`src/rtl/axi_slave_wr_arbiter_pkg.sv`:
```
// Shared definitions for the slave-side write-channel arbiter.
// Pure declarations: no logic and no latency.
// No flow control here; consumers carry their own handshakes.
package axi_slave_wr_arbiter_pkg;

  // Default number of masters that can target one slave port.
  localparam int DEF_NUM_MASTERS = 16;

  // Default cap on accepted writes still waiting for a B response.
  localparam int DEF_MAX_OUTSTANDING = 4;

  // Arbiter phases: waiting for a request, address offered, data open.
  typedef enum logic [1:0] {
    ST_IDLE = 2'd0,
    ST_ADDR = 2'd1,
    ST_DATA = 2'd2
  } wr_state_e;

  // Width of a counter that must hold 0..max_out inclusive.
  function automatic int out_w(input int max_out);
    return $clog2(max_out + 1);
  endfunction

endpackage : axi_slave_wr_arbiter_pkg

```
`src/rtl/axi_slave_wr_arbiter_rr_priority_select.sv`:
```
// Round-robin search: first asserted request at or after ptr_i, modulo N.
// Purely combinational, zero cycles.
// No handshake; vld_o simply reports whether any request is present.
module rr_priority_select #(
  parameter  int N     = 16,
  localparam int IDX_W = $clog2(N)
) (
  input  logic [N-1:0]     req_i,
  input  logic [IDX_W-1:0] ptr_i,
  output logic [N-1:0]     onehot_o,
  output logic [IDX_W-1:0] idx_o,
  output logic             vld_o
);

  logic [IDX_W-1:0] cand;

  // Walk ptr, ptr+1, ... and latch the first requester found.
  always_comb begin
    idx_o = '0;
    vld_o = 1'b0;
    cand  = '0;
    for (int i = 0; i < N; i++) begin
      cand = IDX_W'((int'(ptr_i) + i) % N);
      if (!vld_o && req_i[cand]) begin
        vld_o = 1'b1;
        idx_o = cand;
      end
    end
  end

  // Expand the winning index; all-zero when nobody is requesting.
  always_comb begin
    onehot_o = '0;
    if (vld_o) begin
      onehot_o = N'(1) << idx_o;
    end
  end

endmodule : rr_priority_select

```
`src/rtl/axi_slave_wr_arbiter.sv`:
```
// Per-slave write arbiter: picks one master round-robin and owns AW then W until WLAST.
// Request-to-grant is 1 cycle; AWVALID follows the granted request combinationally.
// New grants stall while the outstanding-B count is at its limit; a live transaction always finishes.
module axi_slave_wr_arbiter
  import axi_slave_wr_arbiter_pkg::*;
#(
  parameter  int NUM_MASTERS     = DEF_NUM_MASTERS,
  parameter  int MAX_OUTSTANDING = DEF_MAX_OUTSTANDING,
  localparam int IDX_W           = $clog2(NUM_MASTERS),
  localparam int OUT_W           = out_w(MAX_OUTSTANDING)
) (
  input  logic                   aclk,
  input  logic                   aresetn,
  input  logic [NUM_MASTERS-1:0] req_i,
  output logic [NUM_MASTERS-1:0] grant_o,
  output logic [IDX_W-1:0]       grant_idx_o,
  output logic                   aw_valid_o,
  input  logic                   aw_ready_i,
  input  logic                   w_valid_i,
  input  logic                   w_ready_i,
  input  logic                   w_last_i,
  output logic                   w_active_o,
  input  logic                   b_valid_i,
  input  logic                   b_ready_i,
  output logic [OUT_W-1:0]       outstanding_o,
  output logic                   busy_o,
  output logic                   err_o
);

  wr_state_e              state_q;
  logic [NUM_MASTERS-1:0] grant_q;
  logic [IDX_W-1:0]       grant_idx_q;
  logic [IDX_W-1:0]       rr_ptr_q;
  logic [IDX_W-1:0]       rr_ptr_d;
  logic                   w_active_q;
  logic                   busy_q;
  logic [OUT_W-1:0]       out_q;
  logic [OUT_W-1:0]       out_d;
  logic                   err_q;
  logic                   err_d;

  logic [NUM_MASTERS-1:0] sel_onehot;
  logic [IDX_W-1:0]       sel_idx;
  logic                   sel_vld;

  logic                   aw_hs;
  logic                   w_last_hs;
  logic                   b_hs;
  logic                   can_grant;

  rr_priority_select #(
    .N (NUM_MASTERS)
  ) u_rr_sel (
    .req_i    (req_i),
    .ptr_i    (rr_ptr_q),
    .onehot_o (sel_onehot),
    .idx_o    (sel_idx),
    .vld_o    (sel_vld)
  );

  // AWVALID tracks the granted master live; the grant itself stays put if it drops.
  assign aw_valid_o = (state_q == ST_ADDR) && req_i[grant_idx_q];
  assign aw_hs      = aw_valid_o && aw_ready_i;

  // Only the final beat of the open burst ends it; beats seen elsewhere are ignored.
  assign w_last_hs  = (state_q == ST_DATA) && w_valid_i && w_ready_i && w_last_i;
  assign b_hs       = b_valid_i && b_ready_i;

  // A new grant needs a requester and room for one more unanswered write.
  assign can_grant  = sel_vld && (out_q < OUT_W'(MAX_OUTSTANDING));

  // Pointer moves one past the master that just finished, wrapping at the top.
  assign rr_ptr_d   = (grant_idx_q == IDX_W'(NUM_MASTERS - 1)) ? '0
                                                                : grant_idx_q + IDX_W'(1);

  // Arbitration FSM with registered grant, busy and W-open outputs.
  always_ff @(posedge aclk or negedge aresetn) begin
    if (!aresetn) begin
      state_q     <= ST_IDLE;
      grant_q     <= '0;
      grant_idx_q <= '0;
      rr_ptr_q    <= '0;
      w_active_q  <= 1'b0;
      busy_q      <= 1'b0;
    end else begin
      case (state_q)
        ST_IDLE: begin
          if (can_grant) begin
            state_q     <= ST_ADDR;
            grant_q     <= sel_onehot;
            grant_idx_q <= sel_idx;
            busy_q      <= 1'b1;
          end
        end
        ST_ADDR: begin
          if (aw_hs) begin
            state_q    <= ST_DATA;
            w_active_q <= 1'b1;
          end
        end
        ST_DATA: begin
          if (w_last_hs) begin
            state_q    <= ST_IDLE;
            grant_q    <= '0;
            rr_ptr_q   <= rr_ptr_d;
            w_active_q <= 1'b0;
            busy_q     <= 1'b0;
          end
        end
        default: begin
          state_q    <= ST_IDLE;
          grant_q    <= '0;
          w_active_q <= 1'b0;
          busy_q     <= 1'b0;
        end
      endcase
    end
  end

  // Outstanding count: AW adds, B removes, both together cancel; a stray B flags an error.
  always_comb begin
    out_d = out_q;
    err_d = err_q;
    case ({aw_hs, b_hs})
      2'b10: out_d = out_q + OUT_W'(1);
      2'b01: begin
        if (out_q == '0) begin
          err_d = 1'b1;
        end else begin
          out_d = out_q - OUT_W'(1);
        end
      end
      default: out_d = out_q;
    endcase
  end

  // Counter and sticky error state; reset drops any B still owed.
  always_ff @(posedge aclk or negedge aresetn) begin
    if (!aresetn) begin
      out_q <= '0;
      err_q <= 1'b0;
    end else begin
      out_q <= out_d;
      err_q <= err_d;
    end
  end

  assign grant_o       = grant_q;
  assign grant_idx_o   = grant_idx_q;
  assign w_active_o    = w_active_q;
  assign busy_o        = busy_q;
  assign outstanding_o = out_q;
  assign err_o         = err_q;

  // At most one master may ever own the slave port.
  a_grant_onehot0 : assert property (@(posedge aclk) disable iff (!aresetn)
    $onehot0(grant_q));

  // Grants are throttled before the counter can pass its limit.
  a_out_bound : assert property (@(posedge aclk) disable iff (!aresetn)
    out_q <= OUT_W'(MAX_OUTSTANDING));

  // W is only opened for a master that holds the grant.
  a_wactive_granted : assert property (@(posedge aclk) disable iff (!aresetn)
    w_active_q |-> (grant_q != '0));

endmodule : axi_slave_wr_arbiter

```
`config.mk`:
```
export PLATFORM = sky130hd
export DESIGN_NAME = axi_slave_wr_arbiter
export DESIGN_NICKNAME = d
export VERILOG_FILES = /design/src/rtl/axi_slave_wr_arbiter_pkg.sv /design/src/rtl/axi_slave_wr_arbiter_rr_priority_select.sv /design/src/rtl/axi_slave_wr_arbiter.sv
export SDC_FILE = /design/constraint.sdc
export NUM_CORES = 1
export LEC_CHECK = 0
export CAP_MARGIN = 20
export CORE_MARGIN = 1.5
export CORE_UTILIZATION = 30
export CTS_BUF_LIST = sky130_fd_sc_hd__clkbuf_2 sky130_fd_sc_hd__clkbuf_4 sky130_fd_sc_hd__clkbuf_8
export DETAILED_ROUTE_END_ITERATION = 12
export GPL_TIMING_DRIVEN = 0
export PLACE_DENSITY = 0.55
export SLEW_MARGIN = 20
export SYNTH_ARGS = -nofsm -noshare
export SYNTH_HDL_FRONTEND = slang
export SYNTH_SLANG_ARGS = --single-unit
```
`constraint.sdc`:
```
create_clock -name aclk -period 10.1 [get_ports aclk]
set_clock_uncertainty 0.05 [all_clocks]
set_input_delay 2.02 -clock aclk [delete_from_list [all_inputs] [get_ports aclk]]
set_output_delay 2.02 -clock aclk [all_outputs]
set_load 0.1 [all_outputs]
```
==> results of run 1 <==
-- cells in the mapped netlist, types with 2 or more instances --
| master | instances |
|---|---|
| o2bb2ai_1 | 2 |
| o31ai_1 | 17 |
| o22ai_1 | 4 |
| a221oi_1 | 4 |
| nand2_1 | 52 |
| o21a_1 | 2 |
| nand2b_1 | 4 |
| o211ai_1 | 5 |
| buf_2 | 5 |
| mux2_2 | 19 |
| inv_1 | 12 |
| a211oi_1 | 3 |
| a32oi_1 | 3 |
| a211o_1 | 3 |
| mux2_4 | 2 |
| and2_1 | 5 |
| a21oi_1 | 20 |
| buf_6 | 5 |
| nand4b_1 | 2 |
| nand3b_1 | 2 |
| xnor2_1 | 8 |
| nand3_1 | 12 |
| clkbuf_1 | 15 |
| a311oi_1 | 2 |
| nand4_1 | 2 |
| ha_1 | 8 |
| a31oi_1 | 6 |
| a21boi_0 | 2 |
| a22o_1 | 2 |
| mux2i_1 | 21 |
| dfrtp_1 | 32 |
| nor3_1 | 8 |
| o21ai_0 | 25 |
| buf_1 | 2 |
| o221ai_1 | 2 |
| xor2_1 | 4 |
| and3_1 | 4 |
| nor2_1 | 20 |
| o32a_1 | 3 |
| mux4_2 | 37 |
| a21o_1 | 3 |
| clkinv_1 | 2 |
-- routing by layer --
layer / vias up / wire length (um) / track usage [%]
met4: 0 / 382 / 6.94
met5: - / 0 / 0
li1: 1753 / - / -
met3: 26 / 653 / 2.18
met2: 159 / 5880 / 28.9
met1: 1908 / 5880 / 25.3
-- worst min-delay path: cells and delay by family, from the launching register on --
family	cells	cell delay [ns]
flip-flops	1	0.34
AO/OA/AOI/OAI	1	0.05
buffers and inverters	1	0.04
-- flip-flops by register name (all words and copies together), names as in the netlist --
signal / cells
grant_o: 16
outstanding_o: 3
rr_ptr_q: 4
err_o: 1
busy_o: 1
grant_idx_o: 4
state_q: 2
w_active_o: 1
-- kinds of logic after synthesis --
logic type	Yosys count
AOI/OAI and AO/OA	122
muxes	79
adders and majority gates	9
xor gates and xnor gates	12
and+or+nand+nor	123
buffers and inverters	41
DFF	32
-- stage by stage --
stage                     area (sq um)  hold slack, ns  setup WS [ns]  instances  util [%]
after floorplan                   3960           0.396           4.60        418         -
after global placement            4670           0.398           3.21        640      36.7
after detailed placement          4670           0.406           3.18        640      36.7
after CTS                         4770           0.421           3.18        648      37.5
after global routing              4770           0.446           3.11        648      37.5
final                             4770           0.415           3.16        648      37.5
-- final timing paths --
| path | startpoint | endpoint | slack (ns) |
|---|---|---|---|
| worst max register to register | rr_ptr_q[2] | grant_o[15] | 3.92 |
| worst min-delay path | err_o | err_o | 0.41 |
| worst max-delay path | req_i[15] | aw_valid_o | 3.16 |
| worst min register to register | err_o | err_o | 0.41 |
| max in group asynchronous | aresetn | grant_o[14] | 7.80 |
| min in group asynchronous | aresetn | err_o | 1.74 |
-- cell type report --
type,count,area (sq um)
fillers,1344,7960
multi-input cells,345,2960
flip-flops and latches,32,801
repair buffers,50,495
well taps,172,215
plain buffers,27,145
clock buffers,7,90.1
inverters,14,52.6
clock inverters,1,7.51
-- placed cells by master, fill, tap and decap left out, types with 12 or more instances in the layout --
master / synthesis / final
o21ai_0: 25 / 25
nand2_1: 52 / 52
nand3_1: 12 / 12
clkdlybuf4s50_1: 0 / 49
dfrtp_1: 32 / 32
clkbuf_1: 15 / 15
a21oi_1: 20 / 20
o31ai_1: 17 / 17
inv_1: 12 / 12
nor2_1: 20 / 20
mux4_2: 37 / 37
mux2i_1: 21 / 21
mux2_2: 19 / 19
==> flow_metrics.env, run 1 <==
export IMPL_finalCritPeriodShare_pct=68.7
export IMPL_rsz0062_at_grt="false"
export IMPL_detailedPlacementHpwl_um=9760
export IMPL_total_global_routing_overflow=0
export IMPL_start_kind="input port"
export IMPL_grt_max_degree=33
export IMPL_timing_hold_worst_path_depth=2
export IMPL_final_nets=508
export IMPL_path_depth=5
export IMPL_routedWlPerCell_um=19.7
export IMPL_routed_via_count=3846
export IMPL_min_period_ns=6.94
export IMPL_area_share_of_fa_ha_maj_cells_after_synthesis_pct=3.04
export IMPL_synthesis_nets=451
export IMPL_rows=41
export IMPL_synth_top_cell_area_share_pct=21.1
export IMPL_postSynthAreaPerCell_sq_um=9.47
export IMPL_timing_critical_path_max_delay_family="buffers and inverters"
export IMPL_timing_setup_critical_path_class="input port to output port"
export IMPL_max_freq_mhz=144
export IMPL_synth_compound_area_share_pct=21.5
export IMPL_mappedNetlistArea_sq_um=3960
export IMPL_yosys_area_share_simple_pct=15.0
export IMPL_first_global_vias=3784
export IMPL_buffers_inverters_on_critical_path=2
export IMPL_cp_required_ns=8.03
export IMPL_cts_tree="built"
export IMPL_grt_pass1_wl_um=20300
export IMPL_antennaDiodeCount=0
export IMPL_first_iter_violations=327
export IMPL_timing_final_hold_violations=0
export IMPL_crit_path_max_fanout=8
export IMPL_slew_limit_headroom_pct=34.8
export IMPL_track_usage_pct=18.2
export IMPL_cts_clk_slew_worst_paths_ns=0.07
export IMPL_floorplan_core_area_sq_um=12700
export IMPL_postCtsResizedCells=0
export IMPL_cts_root_buf="clkbuf_8"
export IMPL_floorplan_initialDensity_pct=31.1
export IMPL_endpoint_kind_of_the_worst_setup_timing_path="output port"
export IMPL_cts_htree_levels=2
export IMPL_library_cell_with_the_largest_summed_area_after_synthesis="mux4_2"
export IMPL_setup_tns_ns=0
export IMPL_delay_contributed_by_the_slowest_stage_of_the_critical_path_ns=0.98
export IMPL_ys_dominant_reg_cell="dfrtp_1"
export IMPL_synth_seq_area_share_pct=20.2
export IMPL_number_of_enable_flip_flop_cells_after_synthesis=0
export IMPL_drv_slew=0
export IMPL_timing_hold_worst_class="register to register"
export IMPL_ctsHoldBuffers=0
export IMPL_drt_pre_antenna_iters=5
export IMPL_post_cts_buffers=0
export IMPL_most_area_consuming_cells_after_synthesis="mux4_2, dfrtp_1, mux2_2"
export IMPL_antenna_violating_nets_post_route=0
export IMPL_synth_top_family_by_area="multiplexers"
export IMPL_area_growth_synth_to_final_pct=20.4
export IMPL_wl_um=12800
export IMPL_drcViolationCount=0
export IMPL_post_route_cells_drive_above_1_share_pct=18.3
export IMPL_synth_cell_type_count=69
export IMPL_cap_violations=0
export IMPL_setup_viol_count_final=0
export IMPL_die_w_um=118
export IMPL_insertion_delay_ns=0.28
export IMPL_gp_congestion=0.891
export IMPL_postSynth_asyncResetShare_pct=100
export IMPL_ys_warn_count=0
export IMPL_worst_r2r_cell_count=15
export IMPL_cts_num_sinks=32
export IMPL_synth_area_mux_share_pct=32.5
export IMPL_crit_path_cell_trace="clkdlybuf4s50_1, mux4_2, mux4_2, and3b_1, clkdlybuf4s50_1"
export IMPL_max_slew_worst_pin_slew_ns=0.975
export IMPL_cts_made_buffers=5
export IMPL_io_pins=51
export IMPL_floorplan_die_area_sq_um=13900
export IMPL_cts_buffer_depth=2
export IMPL_synthXorXnorAreaFrac_pct=2.66
export IMPL_slowest_stage="clkdlybuf4s50_1"
export IMPL_synthCells=418
export IMPL_grt_antenna_before_repair=0
export IMPL_run_status="finished clean"
export IMPL_timing_critical_path_arrival_ns=4.87
export IMPL_postSynthRegisterBits=32
export IMPL_die_h_um=118
export IMPL_vias_per_cell=5.94
export IMPL_port_buffer_count=50
Power of run 1 is left out: the tool's default activity adds up to more than one toggle a clock period on the data nets, which glitch-free logic cannot reach.
==> run 2, diff against run 1 <==
PLACE_DENSITY = 0.56   (was 0.55)
clock period = 6.35 ns   (was 10.1 ns; I/O delays follow)
==> flow_metrics.env, run 2 (synthesized netlist as in run 1, its figures left out) <==
export IMPL_run_status="finished clean"
export IMPL_fill_cell_instance_count_of_the_final_layout=1320
export IMPL_cp_required_ns=6.47
export IMPL_finalCritPeriodShare_pct=93.6
export IMPL_post_route_cells_drive_above_1_share_pct=18.3
export IMPL_track_usage_pct=18.0
export IMPL_cts_num_sinks=32
export IMPL_grt_pass1_wl_um=20100
export IMPL_cts_htree_levels=2
export IMPL_die_w_um=118
export IMPL_cts_root_buf="clkbuf_8"
export IMPL_rsz0062_at_grt="false"
export IMPL_cap_violations=0
export IMPL_wl_um=12500
export IMPL_antennaDiodeCount=0
export IMPL_timing_hold_worst_class="register to register"
export IMPL_postLayoutCellArea_sq_um=4750
export IMPL_grt_max_degree=33
export IMPL_timing_final_hold_violations=0
export IMPL_detailedPlacementHpwl_um=9570
export IMPL_timing_setup_critical_path_class="register to register"
export IMPL_first_global_vias=3611
export IMPL_ctsHoldBuffers=0
export IMPL_final_cell_mix="nand2_1, clkdlybuf4s50_1, mux4_2"
export IMPL_postCtsResizedCells=0
export IMPL_final_nets=508
export IMPL_rows=41
export IMPL_dpl_cell_area_sq_um=4670
export IMPL_start_kind="register"
export IMPL_largest_register_ffs=16
export IMPL_cts_buffer_depth=2
export IMPL_drcViolationCount=0
export IMPL_post_cts_buffers=0
export IMPL_first_iter_violations=252
export IMPL_global_route_usage_met3_pct=2.71
export IMPL_grtUsageMet2_pct=27.3
export IMPL_grt_antenna_before_repair=0
export IMPL_most_common_library_cell_in_the_layout_ignoring_fill_and_taps="nand2_1"
export IMPL_port_buffer_count=50
export IMPL_crit_path_max_fanout=10
export IMPL_floorplan_initialDensity_pct=31.1
export IMPL_min_period_ns=5.94
export IMPL_drv_slew=0
export IMPL_routedWlPerCell_um=19.4
export IMPL_drt_pre_antenna_iters=4
export IMPL_cts_tree="built"
export IMPL_global_route_peak_usage_layer="met2"
export IMPL_io_pins=51
export IMPL_die_h_um=118
export IMPL_timing_critical_path_arrival_ns=6.06
export IMPL_total_global_routing_overflow=0
export IMPL_max_slew_worst_pin_slew_ns=0.979
export IMPL_vias_per_cell=5.83
export IMPL_setup_viol_count_final=0
export IMPL_endpoint_kind_of_the_worst_setup_timing_path="register"
export IMPL_slew_limit_headroom_pct=34.5
export IMPL_cts_made_buffers=5
export IMPL_floorplan_die_area_sq_um=13900
export IMPL_cts_clk_slew_worst_paths_ns=0.07
export IMPL_antenna_violating_nets_post_route=0
export IMPL_finalCoreUtilization_pct=37.3
export IMPL_setup_tns_ns=0
export IMPL_area_growth_synth_to_final_pct=20.0
export IMPL_routed_via_count=3772
export IMPL_insertion_delay_ns=0.27
export IMPL_floorplan_core_area_sq_um=12700
export IMPL_gp_congestion=0.904
export IMPL_gr_usage_met1_pct=26.2
export IMPL_max_freq_mhz=168
## run 2: cell types whose count changed in the layout (fill, tap and decap cells not counted), sizes merged
cell / change
clkbuf: -1
clkinvlp: -1
clkinv: +1
## run 2: routing by layer
metal / wire length (um) / vias to the layer above
met5: 0 / -
met4: 346 / 0
li1: - / 1760
met3: 826 / 22
met1: 5670 / 1830
met2: 5700 / 160
## run 2: worst paths after layout
kind,startpoint,to,slack [ns],cells past startpoint
max reg2reg,rr_ptr_q[1],grant_o[13],0.41,15
min reg2reg,err_o,err_o,0.42,2
max in group asynchronous,aresetn,grant_o[8],4.79,1
min,err_o,err_o,0.42,2
max,rr_ptr_q[1],grant_o[13],0.41,15
min in group asynchronous,aresetn,grant_o[7],1.00,1
## run 2: final cells by class
type / instances / area [sq um] / area share [%]
multi-input cells: 345 / 2960 / 62.3
flip-flops and latches: 32 / 801 / 16.9
repair buffers: 50 / 495 / 10.4
well taps: 172 / 215 / 4.53
plain buffers: 27 / 146 / 3.08
clock buffers: 6 / 76.3 / 1.61
inverters: 14 / 52.6 / 1.11
clock inverters: 1 / 5.00 / 0.105
## run 2: critical path, cell delays in order, from the launching register on
cell      delay [ns]
dfrtp_1         0.41
buf_2           0.25
clkbuf_1        0.51
inv_1           0.40
ha_1            0.39
clkbuf_1        0.54
clkinv_1        0.47
mux4_2          0.61
nor2_1          0.19
nand4_2         0.28
and4bb_1        0.45
buf_6           0.16
nand3_1         0.11
a221oi_2        0.45
o21ai_1         0.27
o31ai_1         0.29
## run 2: through the flow
step | instances | hold slack (ns) | setup WS (ns)
2_1_floorplan | 418 | 0.396 | 1.73
6_report | 647 | 0.417 | 0.408
3_3_place_gp | 640 | 0.406 | 0.414
5_1_grt | 647 | 0.444 | 0.0182
3_5_place_dp | 640 | 0.410 | 0.324
4_1_cts | 647 | 0.427 | 0.229
Power of run 2 is left out for the same reason.
==> run 3, diff against run 2 <==
ABC_AREA = 1   (was unset)
PLACE_DENSITY = 0.57   (was 0.56)
==> flow_metrics.env, run 3 <==
export IMPL_place_ws_ns=1.22
export IMPL_floorplan_die_area_sq_um=12100
export IMPL_wl_um=11100
export IMPL_synth_most_common_cell="nand2_1"
export IMPL_drt_pre_antenna_iters=6
export IMPL_cts_root_buf="clkbuf_8"
export IMPL_buffers_inverters_on_critical_path=2
export IMPL_die_h_um=110
export IMPL_grt_pass1_wl_um=18500
export IMPL_setup_viol_count_final=0
export IMPL_place_inst=755
export IMPL_slew_limit_headroom_pct=33.3
export IMPL_timing_hold_worst_class="register to register"
export IMPL_postSynthAreaPerCell_sq_um=6.09
export IMPL_insertion_delay_ns=0.29
export IMPL_whs_ns=0.432
export IMPL_ctsHoldBuffers=0
export IMPL_gp_congestion=0.951
export IMPL_ys_dominant_reg_cell="dfrtp_1"
export IMPL_detailedPlacementHpwl_um=8840
export IMPL_setup_slack_ns=1.17
export IMPL_most_common_library_cell_in_the_layout_ignoring_fill_and_taps="nand2_1"
export IMPL_vias_per_cell=5.23
export IMPL_synthCells=564
export IMPL_delay_contributed_by_the_slowest_stage_of_the_critical_path_ns=1.21
export IMPL_postCtsResizedCells=0
export IMPL_synth_seq_area_share_pct=23.3
export IMPL_run_status="finished clean"
export IMPL_synth_cell_type_count=43
export IMPL_slowest_stage="clkdlybuf4s50_1"
export IMPL_final_cell_mix="nand2_1, nand3_1, inv_1"
export IMPL_total_global_routing_overflow=0
export IMPL_area_growth_synth_to_final_pct=24.0
export IMPL_start_kind="input port"
export IMPL_largest_register_ffs=16
export IMPL_synthesis_nets=597
export IMPL_post_cts_buffers=0
export IMPL_cts_htree_levels=2
export IMPL_first_global_vias=3857
export IMPL_max_slew_worst_pin_slew_ns=0.997
export IMPL_routedWlPerCell_um=14.5
export IMPL_crit_path_cell_trace="clkdlybuf4s50_1, nor2_1, o32ai_1, o211ai_1, a21boi_0, clkdlybuf4s50_1"
export IMPL_finalCritPeriodShare_pct=81.5
export IMPL_critical_path_top_cell_by_count="clkdlybuf4s50_1"
export IMPL_routed_via_count=3994
export IMPL_most_area_consuming_cells_after_synthesis="dfrtp_1, nand2_1, nand3_1"
export IMPL_max_freq_mhz=193
export IMPL_mappedNetlistArea_sq_um=3430
export IMPL_cp_required_ns=5.03
export IMPL_setup_tns_ns=0
export IMPL_synth_top_cell_area_share_pct=23.3
export IMPL_postSynth_asyncResetShare_pct=100
export IMPL_grt_antenna_before_repair=0
export IMPL_number_of_enable_flip_flop_cells_after_synthesis=0
export IMPL_ys_top_cells_by_count="nand2_1, nand3_1, inv_1, nor2_1, dfrtp_1"
export IMPL_drcViolationCount=0
export IMPL_cts_num_sinks=32
export IMPL_first_iter_violations=255
export IMPL_library_cell_with_the_largest_summed_area_after_synthesis="dfrtp_1"
export IMPL_timing_critical_path_arrival_ns=3.86
export IMPL_postSynthRegisterBits=32
export IMPL_crit_path_max_fanout=3
export IMPL_port_buffer_count=50
export IMPL_cts_made_buffers=5
export IMPL_track_usage_pct=19.6
export IMPL_rsz0062_at_grt="false"
export IMPL_endpoint_kind_of_the_worst_setup_timing_path="output port"
export IMPL_drv_slew=0
export IMPL_rows=38
export IMPL_timing_final_hold_violations=0
export IMPL_final_nets=655
export IMPL_floorplan_core_area_sq_um=11000
export IMPL_cap_violations=0
export IMPL_timing_setup_critical_path_class="input port to output port"
export IMPL_cts_tree="built"
export IMPL_post_route_cells_drive_above_1_share_pct=6.74
export IMPL_grt_max_degree=24
export IMPL_ys_warn_count=0
export IMPL_cts_clk_slew_worst_paths_ns=0.07
export IMPL_finalNonFillerCells=763
export IMPL_die_w_um=110
export IMPL_cts_buffer_depth=2
export IMPL_antennaDiodeCount=0
export IMPL_timing_critical_path_max_delay_family="buffers and inverters"
export IMPL_antenna_violating_nets_post_route=0
export IMPL_floorplan_initialDensity_pct=31.2
export IMPL_io_pins=51
export IMPL_min_period_ns=5.18
==> run 3: cell families after synthesis <==
| family | after synthesis | synth area share [%] |
|---|---|---|
| and+or+nand+nor | 379 | 50.3 |
| buffers and inverters | 74 | 9.08 |
| AOI/OAI and AO/OA | 51 | 8.82 |
| DFF | 32 | 23.3 |
| xor gates and xnor gates | 16 | 4.08 |
| adders and majority gates | 9 | 3.50 |
| muxes | 3 | 0.875 |
==> run 3: per-layer routing <==
layer	share of wire (%)	GRT usage, %	routed length, um	vias up
li1	-	-	-	1981
met1	45	25.5	4950	1841
met2	46	33.0	5120	149
met3	6.7	2.31	741	23
met4	2.6	7.79	285	0
met5	0	0	0	-
==> run 3: through the flow <==
step	area, sq um	util (%)
after floorplan	3430	-
after global placement	4110	37.4
after detailed placement	4130	37.6
after CTS	4260	38.8
after global routing	4260	38.8
final	4260	38.8
==> run 3: worst register-to-register path: cells and delay by family, from the launching register on <==
| family | cells | cell delay [ns] |
|---|---|---|
| buf+inv | 5 | 1.34 |
| flops | 1 | 0.50 |
| simple gates | 17 | 1.82 |
| compound gates | 1 | 0.43 |
| fa+ha+maj | 1 | 0.44 |
==> run 3: path summary, 6_finish.rpt <==
kind / start / slack [ns] / depth (start not counted) / endpoint
worst min-delay path: w_active_o / 0.43 / 2 / w_active_o
max in group asynchronous: aresetn / 5.05 / 2 / rr_ptr_q[2]
min in group asynchronous: aresetn / 0.80 / 1 / grant_o[15]
worst min register to register: w_active_o / 0.43 / 2 / w_active_o
worst max register to register: rr_ptr_q[2] / 1.68 / 24 / grant_o[10]
worst max-delay path: req_i[0] / 1.17 / 6 / aw_valid_o
==> run 3: area by class of cell <==
class / instances / area (sq um)
Fill cell: 1181 / 6730
Multi-Input combinational cell: 458 / 2320
Sequential cell: 32 / 801
Timing Repair Buffer: 51 / 523
Inverter: 59 / 226
Tap cell: 140 / 175
Clock buffer: 7 / 96.3
Buffer: 15 / 85.1
Clock inverter: 1 / 30.0
Power of run 3 is left out for the same reason.
